--- src/rtl/crossbar_pkt_arbiter.sv ---
// Round-robin packet arbiter driving the four FIFO select vectors of the 4x4 AXI-Stream cross bar.
// Optional idle-beat watchdog release is compiled in with `define ARB_TIMEOUT_EN.
module crossbar_pkt_arbiter #(
    parameter int TIMEOUT_CYCLES = 1024
) (
    input  logic       glb_clk,
    input  logic       glb_reset,
    input  logic       rx_req_0,
    input  logic       rx_req_1,
    input  logic       rx_req_2,
    input  logic       rx_req_3,
    input  logic [1:0] rx_dest_0,
    input  logic [1:0] rx_dest_1,
    input  logic [1:0] rx_dest_2,
    input  logic [1:0] rx_dest_3,
    output logic       rx_gnt_0,
    output logic       rx_gnt_1,
    output logic       rx_gnt_2,
    output logic       rx_gnt_3,
    input  logic       fifo_mon_0_tvalid,
    input  logic       fifo_mon_0_tready,
    input  logic       fifo_mon_0_tlast,
    input  logic       fifo_mon_1_tvalid,
    input  logic       fifo_mon_1_tready,
    input  logic       fifo_mon_1_tlast,
    input  logic       fifo_mon_2_tvalid,
    input  logic       fifo_mon_2_tready,
    input  logic       fifo_mon_2_tlast,
    input  logic       fifo_mon_3_tvalid,
    input  logic       fifo_mon_3_tready,
    input  logic       fifo_mon_3_tlast,
    output logic [3:0] fifo_sel_bits_0,
    output logic [3:0] fifo_sel_bits_1,
    output logic [3:0] fifo_sel_bits_2,
    output logic [3:0] fifo_sel_bits_3,
    output logic [3:0] fifo_busy
`ifdef ARB_TIMEOUT_EN
    ,
    output logic [3:0] fifo_timeout
`endif
);

    localparam logic [1:0] S_IDLE  = 2'd0;
    localparam logic [1:0] S_GRANT = 2'd1;
    localparam logic [1:0] S_GAP   = 2'd2;

    logic [3:0] w_req;
    logic [3:0] w_beat;
    logic [3:0] w_last;
    logic [1:0] w_dest [4];

    assign w_req  = {rx_req_3, rx_req_2, rx_req_1, rx_req_0};
    assign w_beat = {fifo_mon_3_tvalid & fifo_mon_3_tready, fifo_mon_2_tvalid & fifo_mon_2_tready,
                     fifo_mon_1_tvalid & fifo_mon_1_tready, fifo_mon_0_tvalid & fifo_mon_0_tready};
    assign w_last = {fifo_mon_3_tlast, fifo_mon_2_tlast, fifo_mon_1_tlast, fifo_mon_0_tlast};
    assign w_dest[0] = rx_dest_0;
    assign w_dest[1] = rx_dest_1;
    assign w_dest[2] = rx_dest_2;
    assign w_dest[3] = rx_dest_3;

    logic [1:0] r_state [4];
    logic [1:0] r_owner [4];
    logic [1:0] r_rr    [4];
    logic [3:0] r_sel   [4];
    logic [3:0] r_gnt;
    logic [3:0] r_busy;

    logic [1:0] w_state_n [4];
    logic [1:0] w_owner_n [4];
    logic [1:0] w_rr_n    [4];
    logic [3:0] w_sel_n   [4];
    logic [3:0] w_gnt_n;
    logic [3:0] w_busy_n;
    logic       w_found   [4];
    logic [1:0] w_pick    [4];

`ifdef ARB_TIMEOUT_EN
    localparam int CNT_W = $clog2(TIMEOUT_CYCLES + 1);
    logic [CNT_W-1:0] r_cnt   [4];
    logic [CNT_W-1:0] w_cnt_n [4];
    logic [3:0]       r_to;
    logic [3:0]       w_to_n;
`else
    // Watchdog compiled out: TIMEOUT_CYCLES only has to lie in its legal range.
    if (TIMEOUT_CYCLES < 2 || TIMEOUT_CYCLES > 65535) begin : g_timeout_cycles_out_of_range
    end
`endif

    // Candidates already owning another FIFO are excluded, so two FIFOs never pick the same rx.
    always_comb begin : p_pick
        logic [1:0] idx;
        idx = 2'd0;
        for (int k = 0; k < 4; k++) begin
            w_found[k] = 1'b0;
            w_pick[k]  = r_rr[k];
            for (int i = 0; i < 4; i++) begin
                idx = r_rr[k] + 2'(i);
                if (!w_found[k] && w_req[idx] && (w_dest[idx] == 2'(k)) && !r_gnt[idx]) begin
                    w_found[k] = 1'b1;
                    w_pick[k]  = idx;
                end
            end
        end
    end

    always_comb begin : p_next
        logic rel;
        rel      = 1'b0;
        w_gnt_n  = 4'b0000;
        w_busy_n = 4'b0000;
`ifdef ARB_TIMEOUT_EN
        w_to_n   = 4'b0000;
`endif
        for (int k = 0; k < 4; k++) begin
            w_state_n[k] = r_state[k];
            w_owner_n[k] = r_owner[k];
            w_rr_n[k]    = r_rr[k];
            w_sel_n[k]   = r_sel[k];
`ifdef ARB_TIMEOUT_EN
            w_cnt_n[k]   = r_cnt[k];
`endif
            rel = 1'b0;
            case (r_state[k])
                S_IDLE: begin
                    if (w_found[k]) begin
                        w_state_n[k] = S_GRANT;
                        w_owner_n[k] = w_pick[k];
                        w_sel_n[k]   = 4'b0001 << w_pick[k];
`ifdef ARB_TIMEOUT_EN
                        w_cnt_n[k]   = '0;
`endif
                    end
                end
                S_GRANT: begin
                    rel = w_beat[k] & w_last[k];
`ifdef ARB_TIMEOUT_EN
                    if (w_beat[k]) begin
                        w_cnt_n[k] = '0;
                    end else if (r_cnt[k] == CNT_W'(TIMEOUT_CYCLES - 1)) begin
                        rel       = 1'b1;
                        w_to_n[k] = 1'b1;
                    end else begin
                        w_cnt_n[k] = r_cnt[k] + CNT_W'(1);
                    end
`endif
                    if (rel) begin
                        w_state_n[k] = S_GAP;
                        w_sel_n[k]   = 4'b0000;
                        w_rr_n[k]    = r_owner[k] + 2'd1;
                    end
                end
                default: begin
                    // One dead cycle so the cross-bar select register settles before re-grant.
                    w_state_n[k] = S_IDLE;
                end
            endcase
            w_gnt_n     = w_gnt_n | w_sel_n[k];
            w_busy_n[k] = |w_sel_n[k];
        end
    end

    always_ff @(posedge glb_clk) begin
        if (glb_reset) begin
            for (int k = 0; k < 4; k++) begin
                r_state[k] <= S_IDLE;
                r_owner[k] <= 2'd0;
                r_rr[k]    <= 2'd0;
                r_sel[k]   <= 4'b0000;
`ifdef ARB_TIMEOUT_EN
                r_cnt[k]   <= '0;
`endif
            end
            r_gnt  <= 4'b0000;
            r_busy <= 4'b0000;
`ifdef ARB_TIMEOUT_EN
            r_to   <= 4'b0000;
`endif
        end else begin
            for (int k = 0; k < 4; k++) begin
                r_state[k] <= w_state_n[k];
                r_owner[k] <= w_owner_n[k];
                r_rr[k]    <= w_rr_n[k];
                r_sel[k]   <= w_sel_n[k];
`ifdef ARB_TIMEOUT_EN
                r_cnt[k]   <= w_cnt_n[k];
`endif
            end
            r_gnt  <= w_gnt_n;
            r_busy <= w_busy_n;
`ifdef ARB_TIMEOUT_EN
            r_to   <= w_to_n;
`endif
        end
    end

    assign rx_gnt_0        = r_gnt[0];
    assign rx_gnt_1        = r_gnt[1];
    assign rx_gnt_2        = r_gnt[2];
    assign rx_gnt_3        = r_gnt[3];
    assign fifo_sel_bits_0 = r_sel[0];
    assign fifo_sel_bits_1 = r_sel[1];
    assign fifo_sel_bits_2 = r_sel[2];
    assign fifo_sel_bits_3 = r_sel[3];
    assign fifo_busy       = r_busy;
`ifdef ARB_TIMEOUT_EN
    assign fifo_timeout    = r_to;
`endif

endmodule

--- config.mk ---
export PLATFORM = sky130hd
export DESIGN_NAME = crossbar_pkt_arbiter
export DESIGN_NICKNAME = d
export VERILOG_FILES = /design/src/rtl/crossbar_pkt_arbiter.sv
export SDC_FILE = /design/constraint.sdc
export NUM_CORES = 1
export LEC_CHECK = 0
export ABC_CLOCK_PERIOD_IN_PS = 2700
export BUFFER_PORTS_ARGS = -buffer_cell sky130_fd_sc_hd__buf_2
export CAP_MARGIN = 20
export CORE_MARGIN = 5
export CORE_UTILIZATION = 30
export CTS_CLUSTER_SIZE = 25
export DETAILED_ROUTE_END_ITERATION = 16
export GPL_TIMING_DRIVEN = 0
export PLACE_DENSITY = 0.54
export SYNTH_ARGS = -nofsm -noshare
export SYNTH_HDL_FRONTEND = slang
export SYNTH_SLANG_ARGS = --single-unit
--- constraint.sdc ---
create_clock -name glb_clk -period 2.7 [get_ports glb_clk]
set_input_delay 0.27 -clock glb_clk [delete_from_list [all_inputs] [get_ports glb_clk]]
set_output_delay 0.27 -clock glb_clk [all_outputs]
set_load 0.03 [all_outputs]
Yosys cells after proc, flatten, opt, wreduce, memory -nomap -nowiden
Memory sizes are Yosys's and may differ from the RTL's.
Cells that the tools add are included.
{"block": "totals", "inputBits": 26, "out_inout_bits": 24, "elab_cells": 400, "ram_bits": 40, "n_memories": 4, "ff_bits": 8}
{"block": "classes", "order_cmp": 32, "muxes": 199, "reduce_logical": 84, "shifts": 4, "bitwise_logic": 43, "addsub": 16, "eq_ne": 16}
{"memory": "r_sel", "depth": 4, "word_bits": 4, "rd": 4, "rd_clocked_by_memory_dff": 0, "wr": 4, "line": "64", "source": "logic [3:0] r_sel [4];"}
{"memory": "r_owner", "depth": 4, "word_bits": 2, "rd": 4, "rd_clocked_by_memory_dff": 0, "wr": 4, "line": "62", "source": "logic [1:0] r_owner [4];"}
{"memory": "r_rr", "depth": 4, "word_bits": 2, "rd": 4, "rd_clocked_by_memory_dff": 0, "wr": 4, "line": "63", "source": "logic [1:0] r_rr [4];"}
{"memory": "r_state", "depth": 4, "word_bits": 2, "rd": 4, "rd_clocked_by_memory_dff": 0, "wr": 4, "line": "61", "source": "logic [1:0] r_state [4];"}
{"op": "two-way mux 2 bit", "count": 80}
{"op": "binary-select mux 1 bit (select 2 bit)", "count": 32}
{"op": "binary-select mux 2 bit (select 2 bit)", "count": 16}
{"op": "two-way mux 1 bit", "count": 51}
{"op": ">= comparator 3 bit (second input constant)", "count": 16}
{"op": "< comparator 2 x 3 -> 1 bit (second input constant)", "count": 16}
{"op": "two-way mux 4 bit", "count": 12}
{"op": "NOT 2 -> 3 bit", "count": 16}
{"op": "logical AND 1 bit", "count": 44}
{"op": "one-hot mux 4 bit (2 select lines)", "count": 4}
{"op": "zero test 1 bit", "count": 28}
{"op": "adder 2 x 1 -> 2 bit (second input constant)", "count": 8}
{"op": "adder 2 bit (second input constant)", "count": 8}
{"op": "== test 2 x 1 -> 1 bit (second input constant)", "count": 8}
{"op": "== test 2 bit (second input constant)", "count": 8}
{"op": "zero test 2 bit", "count": 8}
{"op": "bitwise OR 1 bit", "count": 16}
{"op": "one-hot mux 2 bit (2 select lines)", "count": 4}
{"op": "OR reduction 4 bit", "count": 4}
{"op": "<< shifter 1 x 2 -> 4 bit (first input constant)", "count": 4}
{"op": "bitwise OR 4 bit", "count": 3}
{"op": "AND 1 bit", "count": 8}

Depth between registers and ports, before layout
Gate-level depths: netlist of run 1.
{"block": "depth", "depth_word": 29, "mapped_depth": 7}

Worst setup path before layout of run 1
Ideal clock, no wire load.
{"block": "synth_timing", "path_type": "flip-flop to flip-flop", "startpoint": "register r_gnt[3]", "endpoint": "register r_gnt[1]", "setup_ps": 141, "path_stages_with_launch": 8, "setup_slack_ps": 712, "t_arrival_ps": 1847, "cell_sequence": "dfxtp_1 nor4b_4 nor4_2 or3_1 buf_6 and3_1 a41oi_2 a41oi_2"}
{"block": "synth_between", "elab_chain_len": 26, "elab_cells_between_ends": 143}
{"item": "from (decl)", "line": "65", "source": "logic [3:0] r_gnt;"}
{"item": "from (signal assigned)", "line": "188", "source": "r_gnt <= w_gnt_n;"}
{"item": "binary-select mux 1 bit (select 2 bit)", "line": "98", "source": "if (!w_found[k] && w_req[idx] && (w_dest[idx] == 2'(k)) && !r_gnt[idx]) begin"}
{"item": "two-way mux 1 bit (not written as such)", "line": "98"}
{"item": "zero test 1 bit", "line": "98"}
{"item": "logical AND 1 bit", "line": "98"}
{"item": "two-way mux 1 bit", "line": "98"}
{"item": "zero test 1 bit", "line": "98"}
{"item": "logical AND 1 bit (3 in a row)", "line": "98"}
{"item": "two-way mux 1 bit", "line": "98"}
{"item": "[... 5 more ...]"}
{"item": "zero test 1 bit", "line": "98"}
{"item": "logical AND 1 bit (3 in a row)", "line": "98"}
{"item": "two-way mux 2 bit", "line": "98"}
{"item": "<< shifter 1 x 2 -> 4 bit", "line": "128", "source": "w_sel_n[k] = 4'b0001 << w_pick[k];"}
{"item": "two-way mux 4 bit", "line": "125", "source": "if (w_found[k]) begin"}
{"item": "one-hot mux 4 bit (2 select lines)", "line": "123", "source": "case (r_state[k])"}
{"item": "bitwise OR 4 bit (2 in a row)", "line": "157", "source": "w_gnt_n = w_gnt_n | w_sel_n[k];"}
{"item": "bitwise OR 4 bit *", "line": "157"}
Every way passes the cells marked *; elsewhere a longest branch is shown, timed or not. The select of a mux whose other input is x is not followed.
A chain may end at the register's enable or synchronous reset.

Worst setup path in the final report of run 1
{"block": "layout_timing", "startpoint": "register r_gnt[3]", "endpoint": "register r_gnt[3]"}
The elaborated chain is that of the path after synthesis.

==> impl_metrics.csv, run 1 <==
group,metric,value,unit
floorplanning,ios,50,
global_routing,first_global_vias,2459,
routing,drt_iter0_drc,142,
floorplanning,dieHeight,105,um
placement,place_inst,478,
cts,max-clock-path-buffers,2,
global_routing,grt_antenna_before_repair,0,
cts,cts_tree,"built",
global_routing,overflow,0,
setup_path,rr_worst_depth,7,
synthesis,synth_edf_count,0,
routing,vias,2663,
floorplanning,die_w,105,um
setup_path,startpoint_type,"flip-flop",
placement,placement.io_buffers,48,
cts,cts_root_buf,"clkbuf_8",
layout,drive_gt1_frac,0.233,
cts,cts_buffers,5,
global_routing,grt_max_degree,15,
timing,rsz0062_at_grt,"no",
cts,path_clk_slew,0.09,ns
layout,syn_to_final_growth,17.2,%
synthesis,synth_adder_area_share,0,
setup_path,cp_max_fo,8,
synthesis,synth_nets,348,
setup_path,crit_path_start,"r_gnt[3]",
synthesis,synth-seq-area-share,0.354,
setup_path,cp_data_required_time,2.86,ns
global_routing,grt_pass1_wl,12500,um
synthesis,avgSynthCellArea,8.44,um2
floorplanning,start_util,0.310,
setup_path,r2r_end,"r_gnt[3]",
worst_hold_path,hp-class,"input port to flip-flop",
setup_path,worst_path_largest_cell_delay,0.50,ns
run_status,status,"completed",
synthesis,ys_types,66,
cts,ctsResizeCount,0,
global_routing,grt_use_total,0.139,
synthesis,synthCells,322,
timing,slew_viol_final,0,
synthesis,syn_area,0.00272,mm2
setup_path,ff2ff_setup_slack,0.40,ns
setup_path,path_cells,"nor4b_4 > nor4_2 > or3_1 > buf_6 > and3_1 > a31oi_1 > a41oi_1",
routing,vias_per_cell,5.48,
routing,drt-total-wl,7760,um
timing,clock_skew,0.00713,ns
setup_path,critPathKind,"flip-flop to flip-flop",
timing,relSlewSlack,0.534,
layout,fin_nets,403,
timing,finalSetupTns,0,ns
power,power_density,564,mW/mm2
setup_path,arrival,2.45,ns
job,max_cap_viol_count,0,
layout,final_cells,486,
timing,setup_viol,0,
setup_path,regToRegStartpoint,"r_gnt[3]",
floorplanning,dieArea,0.0111,mm2
cts,htreeDepth,2,
cts,numClockSinks,48,
synthesis,yosys_most_used_dff,"dfxtp_1",
timing,worst_slew_pin_slew,0.699,ns
power,vdd_drop_max,243,uV
timing,hold_violations,0,
synthesis,synth_compound_area_frac,0.271,
cts,clk_latency,0.31,ns
routing,wl_per_cell,16.0,um
power,p_leak,1.29,nW
synthesis,ys_async_sr_fraction,0,
placement,dp_hpwl,5900,um
layout,antenna_cells,0,
routing,drc,0,
synthesis,yosys.area_share.simple,0.325,
synthesis,muxShareOfSynthArea,0.00414,
setup_path,slowest_stage,"nor4b_4",
routing,first_pass_iters,4,
cts,cts_setup_buffers,0,
synthesis,ys_warn_count,0,
setup_path,critPathCaptureType,"flip-flop",
floorplanning,core,0.00876,mm2
synthesis,synth_xor_area_frac,0.0129,
synthesis,synth_top_family_by_area,"simple AND/OR/NAND/NOR gates",
cts,cts_hold_buf,0,
setup_path,cp-endpoint,"r_gnt[3]",
placement,gp_congestion,0.804,
floorplanning,fp-row-count,34,
routing,detail-route-antenna-nets,0,
timing,period_share,0.851,
synthesis,ys_ff_latch,48,
timing,fmax,435,MHz
timing,period_needed,2.30,ns
stage by stage:
step                      power [mW]   util  area [um2]  worst slack, ns  hold WS, ns
final                           1.80  0.364        3190            0.403        0.313
after global routing            1.90  0.364        3190            0.222        0.357
after CTS                       1.81  0.364        3190            0.413        0.312
after detailed placement        1.35  0.353        3090            0.314        0.463
after global placement          1.35  0.353        3090            0.330        0.457
after floorplan                 1.20      -        2720            0.712        0.437
worst min path at each step:
stage                            from             to  slack [ns]  cells past startpoint
floorplan               r_state[1][1]  r_state[1][0]        0.44                      1
global placement        r_owner[3][1]  r_owner[3][1]        0.46                      2
CTS                 fifo_mon_0_tready  r_state[0][0]        0.31                      4
detailed placement      r_owner[0][1]  r_owner[0][1]        0.46                      2
global route        fifo_mon_0_tready  r_state[0][0]        0.36                      4
finish              fifo_mon_0_tready  r_state[0][0]        0.31                      4
cell usage in the layout, fill, tap and decap left out, types with 4 or more instances in the layout:
master / Yosys / routed
clkbuf_1: 6 / 6
or2_2: 5 / 5
nor3_1: 8 / 8
o31a_1: 4 / 4
and4bb_2: 5 / 5
a21oi_1: 25 / 25
clkbuf_8: 0 / 6
o221ai_1: 4 / 4
nand2b_1: 4 / 4
nand4bb_1: 5 / 5
nand3_1: 9 / 9
and3_1: 5 / 5
nor2_1: 43 / 43
inv_1: 7 / 7
nand2_1: 28 / 28
o21ai_0: 17 / 17
dfxtp_1: 48 / 48
a41oi_2: 4 / 4
nor2b_1: 4 / 4
a211oi_1: 7 / 7
buf_2: 4 / 52
sequential cells by signal, indices dropped and copies added, names as in the netlist:
signal,cells
r_owner,8
r_rr,8
fifo_busy,4
r_sel,16
r_gnt,4
r_state,8
routing by layer:
layer,up-vias,part of all wire,global-route usage
met5,-,0,0
met4,0,0.015,0.0411
met3,9,0.050,0.0321
met2,71,0.45,0.214
met1,1257,0.49,0.192
li1,1326,-,-
cell families after synthesis:
logic type,after synthesis
and+or+nand+nor,146
AOI/OAI and AO/OA,102
DFF,48
buffers and inverters,21
xor gates and xnor gates,4
muxes,1
area by class of cell:
cell class / instances / area (um2)
fill: 952 / 5580
multi-input combinational: 253 / 1670
sequential: 48 / 961
timing repair buffer: 48 / 240
tap: 108 / 135
clock buffer: 6 / 82.6
buffer: 14 / 65.1
inverter: 7 / 26.3
clock inverter: 2 / 10.0
Yosys cell counts (all sizes together) (4+ instances only):
| cell | count | area share |
|---|---|---|
| o221ai | 4 | 0.013 |
| nor2 | 43 | 0.059 |
| buf | 8 | 0.016 |
| o31a | 4 | 0.013 |
| o21ai | 18 | 0.033 |
| nor4b | 5 | 0.032 |
| dfxtp | 48 | 0.35 |
| nand2b | 4 | 0.0092 |
| a41oi | 7 | 0.034 |
| nand2 | 28 | 0.039 |
| o31ai | 4 | 0.013 |
| nor2b | 4 | 0.0092 |
| nor3 | 8 | 0.015 |
| nand3 | 9 | 0.017 |
| and3 | 5 | 0.012 |
| clkbuf | 6 | 0.0083 |
| a21oi | 26 | 0.049 |
| or2 | 5 | 0.012 |
| nand4bb | 5 | 0.021 |
| and4bb | 5 | 0.023 |
| inv | 7 | 0.0097 |
| and2 | 4 | 0.0092 |
| a211oi | 7 | 0.019 |
power breakdown:
part / switching (mW) / internal [mW] / leakage, nW
Clock: 0.252 / 0.205 / 0.0510
Sequential: 0.0563 / 0.769 / 0.392
Combinational: 0.316 / 0.197 / 0.851
Total: 0.625 / 1.17 / 1.29
critical path, delay by kind of cell (launching register included):
family	cells	cell delay, ns
flip-flops	1	0.37
AO/OA/AOI/OAI	2	0.50
AND/OR/NAND/NOR	4	1.14
buffers and inverters	1	0.14
Power figures use the tool's default switching activity.
==> run 2, diff against run 1 <==
--- a/config.mk
+++ b/config.mk
@@ -14,6 +14,8 @@
 export DETAILED_ROUTE_END_ITERATION = 16
 export GPL_TIMING_DRIVEN = 0
 export PLACE_DENSITY = 0.54
+export REMOVE_ABC_BUFFERS = 1
+export SLEW_MARGIN = 15
 export SYNTH_ARGS = -nofsm -noshare
 export SYNTH_HDL_FRONTEND = slang
 export SYNTH_SLANG_ARGS = --single-unit
==> run 2 against run 1 <==
  * Sequential share of layout area is 0.23 points higher
  * First-iteration DRC count shrank 9.9%
  * Utilization shrank 0.27 points
  * Clock skew grew 0.0027 ns
  * Clock power rose by 15%
  * Sequential power about the same
  * Clock-buffer cell count unchanged
  * Die area unchanged
  * Worst setup slack worse by 0.19 ns
  * Non-clock buffer count is 13 lower
==> impl_metrics.csv, run 2 (same netlist as run 1, synthesis figures left out) <==
group,metric,value,unit
timing,relSlewSlack,0.400,
cts,cts_tree,"built",
setup_path,worst_path_largest_cell_delay,0.74,ns
global_routing,overflow,0,
setup_path,cp_max_fo,8,
global_routing,grt_pass1_wl,11700,um
setup_path,path_cells,"nor4bb_2 > o31ai_2 > and2_0 > a221oi_1 > a41oi_2",
power,p_leak,1.27,nW
routing,vias_per_cell,5.42,
power,combPwrFrac,0.269,
cts,cts_root_buf,"clkbuf_8",
global_routing,grt_max_degree,47,
cts,clk_latency,0.31,ns
cts,path_clk_slew,0.09,ns
placement,pre_cts_ws,0.206,ns
routing,detail-route-antenna-nets,0,
layout,largest_register_ffs,16,
global_routing,grt_antenna_before_repair,0,
timing,period_needed,2.49,ns
placement,placement.io_buffers,49,
setup_path,startpoint_type,"flip-flop",
layout,layout_commonest_cell,"buf_2",
layout,antenna_cells,0,
floorplanning,dieHeight,105,um
run_status,status,"completed",
power,p_clk_frac,0.284,
setup_path,arrival,2.64,ns
setup_path,critPathKind,"flip-flop to flip-flop",
power,p_seq_frac,0.447,
setup_path,crit_buf_inv,0,
placement,dpl-instance-area,0.00305,mm2
floorplanning,start_util,0.310,
power,switching_share,0.332,
placement,place_inst,465,
timing,period_share,0.923,
layout,layout_common_cells,"buf_2, dfxtp_1, nor2_1, nand2_1, a21oi_1",
layout,top_register,"r_sel",
routing,vias,2564,
setup_path,rr_worst_depth,5,
power,p_switching,0.614,mW
floorplanning,fp-row-count,34,
setup_path,path_delay_family,"simple AND/OR/NAND/NOR gates",
floorplanning,die_w,105,um
setup_path,critPathCaptureType,"flip-flop",
worst_hold_path,min_path_cells,4,
routing,drc,0,
global_routing,first_global_vias,2352,
setup_path,r2r_end,"r_gnt[1]",
setup_path,regToRegStartpoint,"r_gnt[1]",
placement,gp_congestion,0.841,
cts,cts_hold_buf,0,
routing,drt_iter0_drc,128,
timing,finalWorstSetupSlack,0.209,ns
setup_path,cp_data_required_time,2.85,ns
job,max_cap_viol_count,0,
layout,fin_nets,390,
timing,hold_violations,0,
floorplanning,core,0.00876,mm2
setup_path,slowest_stage,"nor4bb_2",
power,p_total,1.85,mW
layout,final_cell_area,0.00316,mm2
timing,worst_slew_pin_slew,0.901,ns
timing,fmax,401,MHz
routing,first_pass_iters,5,
cts,cts_buffers,5,
cts,max-clock-path-buffers,2,
cts,numClockSinks,48,
worst_hold_path,hold_start,"fifo_mon_3_tready",
power,vdd_drop_max,250,uV
power,p_int,1.23,mW
setup_path,ff2ff_setup_slack,0.21,ns
floorplanning,dieArea,0.0111,mm2
timing,slew_viol_final,0,
worst_hold_path,hp-class,"input port to flip-flop",
cts,htreeDepth,2,
layout,syn_to_final_growth,16.3,%
global_routing,grt_use_total,0.128,
timing,clock_skew,0.00979,ns
routing,wl_per_cell,15.0,um
layout,drive_gt1_frac,0.233,
routing,drt-total-wl,7120,um
timing,setup_viol,0,
placement,dp_hpwl,5400,um
floorplanning,ios,50,
power,power_density,585,mW/mm2
layout,final_cells,473,
timing,rsz0062_at_grt,"no",
worst_hold_path,hold-path-endpoint,"r_state[3][0]",
layout,utilization,0.361,
[run 2: cell types whose count changed in the layout (fill, tap and decap cells not counted), moves of 2 or more]
cell / previous run / this run
buf_1: 3 / 0
nor4bb_1: 3 / 1
clkbuf_1: 6 / 1
buf_2: 52 / 49
[run 2: power by group through the flow]
stage | logic (mW) | registers [mW] | clock network, mW
floorplan | 0.274 | 0.907 | 0
global placement | 0.491 | 0.839 | 0
detailed placement | 0.496 | 0.842 | 0
CTS | 0.498 | 0.826 | 0.539
global route | 0.547 | 0.838 | 0.564
finish | 0.497 | 0.827 | 0.525
[run 2: final cells by class]
type / count / area, um2
Timing Repair Buffer: 49 / 245
Multi-Input combinational cell: 253 / 1690
Clock buffer: 6 / 72.6
Clock inverter: 2 / 35.0
Inverter: 7 / 26.3
Fill cell: 929 / 5600
Tap cell: 108 / 135
Sequential cell: 48 / 961
[run 2: per-stage QoR]
step	setup TNS [ns]	hold WS, ns
finish	0	0.322
global route	0	0.333
CTS	0	0.319
detailed placement	0	0.462
global placement	-0.720	0.456
floorplan	0	0.333
[run 2: worst max path at each step]
| stage | start | to | slack, ns | cells past startpoint |
|---|---|---|---|---|
| after floorplan | r_gnt[1] | r_gnt[3] | 0.34 | 6 |
| after global placement | rx_dest_1[1] | r_gnt[1] | -0.24 | 7 |
| after detailed placement | rx_dest_1[1] | r_gnt[1] | 0.21 | 7 |
| after CTS | r_gnt[1] | r_gnt[1] | 0.20 | 6 |
| after global routing | r_gnt[1] | r_gnt[1] | 0.11 | 5 |
| final | r_gnt[1] | r_gnt[1] | 0.21 | 5 |
[run 2: routing by layer]
metal	vias up	routed length, um	share of wire	global-route usage
li1	1306	-	-	-
met1	1215	3570	0.50	0.177
met2	36	3270	0.46	0.199
met3	7	175	0.025	0.0271
met4	0	100	0.014	0.0411
met5	-	0	0	0
[run 2: what timing repair did]
item,4_1_cts,5_1_grt
endpoints found under the setup margin,0,2
gates resized for setup,0,1
buffers inserted,0,0
[run 2: worst reg2reg max path: stages, from the launching register on]
cell,delay [ns]
dfxtp_1,0.41
nor4bb_2,0.74
o31ai_2,0.23
and2_0,0.28
a221oi_1,0.50
a41oi_2,0.18
==> run 3, diff against run 2 <==
--- a/config.mk
+++ b/config.mk
@@ -8,14 +8,18 @@
 export ABC_CLOCK_PERIOD_IN_PS = 2700
 export BUFFER_PORTS_ARGS = -buffer_cell sky130_fd_sc_hd__buf_2
 export CAP_MARGIN = 20
+export CELL_PAD_IN_SITES_DETAIL_PLACEMENT = 1
+export CELL_PAD_IN_SITES_GLOBAL_PLACEMENT = 1
+export CORE_ASPECT_RATIO = 1.4
 export CORE_MARGIN = 5
 export CORE_UTILIZATION = 30
 export CTS_CLUSTER_SIZE = 25
 export DETAILED_ROUTE_END_ITERATION = 16
 export GPL_TIMING_DRIVEN = 0
-export PLACE_DENSITY = 0.54
+export PLACE_DENSITY = 0.67
 export REMOVE_ABC_BUFFERS = 1
 export SLEW_MARGIN = 15
 export SYNTH_ARGS = -nofsm -noshare
 export SYNTH_HDL_FRONTEND = slang
 export SYNTH_SLANG_ARGS = --single-unit
+export TNS_END_PERCENT = 10
==> run 3 against run 2 <==
  * Clock power increased by 16%
  * Sequential cell count unchanged
  * Sequential share of layout area decreased by 0.24 points
  * Non-clock buffer count unchanged
  * Clock skew decreased by 0.0048 ns
  * Power increased by 4.8%
  * Largest power group unchanged
  * Final area increased by 0.79%
==> impl_metrics.csv, run 3 (same netlist as run 1, synthesis figures left out) <==
group,metric,value,unit
routing,drc,0,
setup_path,startpoint_type,"flip-flop",
routing,drt_iter0_drc,111,
setup_path,arrival,2.60,ns
timing,slew_viol_final,0,
layout,drive_gt1_frac,0.231,
worst_hold_path,hp-class,"input port to flip-flop",
timing,fmax,404,MHz
timing,rsz0062_at_grt,"no",
timing,holdWs,0.345,ns
worst_hold_path,hold-path-endpoint,"r_state[2][0]",
setup_path,r2r_end,"r_gnt[1]",
setup_path,critPathCaptureType,"flip-flop",
timing,period_share,0.917,
placement,placement.io_buffers,49,
timing,setup_viol,0,
layout,layout_common_cells,"buf_2, dfxtp_1, nor2_1, nand2_1, a21oi_1",
routing,wl_per_cell,16.7,um
global_routing,grt_use_met1,0.175,
setup_path,rr_worst_depth,5,
floorplanning,start_util,0.304,
placement,gp_congestion,0.777,
routing,drt-total-wl,7860,um
layout,syn_to_final_growth,17.3,%
cts,max-clock-path-buffers,2,
cts,cts_buffers,5,
global_routing,overflow,0,
worst_hold_path,hold_start,"fifo_mon_2_tready",
timing,relSlewSlack,0.392,
placement,pre_cts_ws,0.162,ns
placement,dp_hpwl,5940,um
layout,layout_commonest_cell,"buf_2",
routing,vias,2626,
setup_path,critPathKind,"flip-flop to flip-flop",
global_routing,busiest_layer,"met2",
setup_path,cp_max_fo,8,
run_status,status,"completed",
cts,cts_setup_buffers,0,
layout,largest_register_ffs,16,
global_routing,first_global_vias,2625,
layout,top_register,"r_sel",
setup_path,cp_data_required_time,2.83,ns
global_routing,grt_pass1_wl,13000,um
power,power_density,608,mW/mm2
timing,period_needed,2.48,ns
cts,cts_root_buf,"clkbuf_16",
setup_path,regToRegStartpoint,"r_gnt[1]",
cts,clk_latency,0.29,ns
floorplanning,ios,50,
cts,cts_tree,"built",
routing,vias_per_cell,5.58,
global_routing,grt_antenna_before_repair,0,
layout,antenna_cells,0,
cts,htreeDepth,2,
setup_path,ff2ff_setup_slack,0.22,ns
floorplanning,fp-row-count,41,
timing,worst_slew_pin_slew,0.899,ns
power,p_leak,1.28,nW
cts,path_clk_slew,0.07,ns
worst_hold_path,min_path_cells,3,
timing,hold_violations,0,
job,max_cap_viol_count,0,
power,p_total,1.94,mW
layout,fin_nets,390,
cts,numClockSinks,48,
routing,first_pass_iters,4,
timing,clock_skew,0.00503,ns
floorplanning,dieHeight,123,um
global_routing,met3_usage,0.0251,
setup_path,crit_path_start,"r_gnt[1]",
global_routing,grt_max_degree,47,
floorplanning,core,0.00893,mm2
timing,finalWorstSetupSlack,0.224,ns
layout,utilization,0.357,
timing,finalSetupTns,0,ns
routing,detail-route-antenna-nets,0,
floorplanning,dieArea,0.0111,mm2
global_routing,grtUsageMet2,0.252,
power,vdd_drop_max,314,uV
global_routing,grt_use_total,0.145,
floorplanning,die_w,90.4,um
## run 3: cell types whose count changed in the layout (fill, tap and decap cells not counted)
| cell | before | now |
|---|---|---|
| clkbuf_16 | 0 | 5 |
| clkbuf_8 | 5 | 0 |
| bufinv_16 | 1 | 0 |
## run 3: power by group
part	internal, mW	total, mW	switching [mW]
sequential	0.769	0.829	0.0591
combinational	0.191	0.503	0.312
clock	0.337	0.607	0.270
total	1.30	1.94	0.641
## run 3: cell type report
cell class,instances,area (um2)
timing repair buffer,49,245
tap,107,134
fill,1124,5740
clock inverter,1,5.00
clock buffer,6,129
multi-input combinational,253,1690
sequential,48,961
inverter,7,26.3
## run 3: repair_timing
action	4_1_cts	5_1_grt
setup endpoints to repair	0	2
resized for setup	0	1
hold buffers	0	0
## run 3: worst max-delay path by stage
stage | to | slack (ns) | depth (start not counted)
2_1_floorplan | r_gnt[3] | 0.34 | 6
3_3_place_gp | r_gnt[1] | -0.27 | 7
3_5_place_dp | r_gnt[1] | 0.16 | 7
4_1_cts | r_gnt[1] | 0.14 | 6
5_1_grt | r_gnt[1] | 0.06 | 5
6_report | r_gnt[1] | 0.22 | 5
## run 3: through the flow
stage | instances | area, um2
detailed placement | 464 | 3040
floorplan | 308 | 2650
global placement | 464 | 3030
finish | 471 | 3190
global route | 471 | 3190
CTS | 471 | 3180
## run 3: critical path, stage by stage (launching register included)
cell and delay [ns]:
dfxtp_1 0.40, nor4bb_2 0.81, o31ai_2 0.22, and2_0 0.28, a221oi_1 0.43, a41oi_2 0.16
## run 3: metal layers
layer	wire length (um)	up-vias	part of all wire
met5	0	-	0
li1	-	1298	-
met1	3520	1272	0.45
met3	195	14	0.025
met4	200	0	0.025
met2	3950	42	0.50
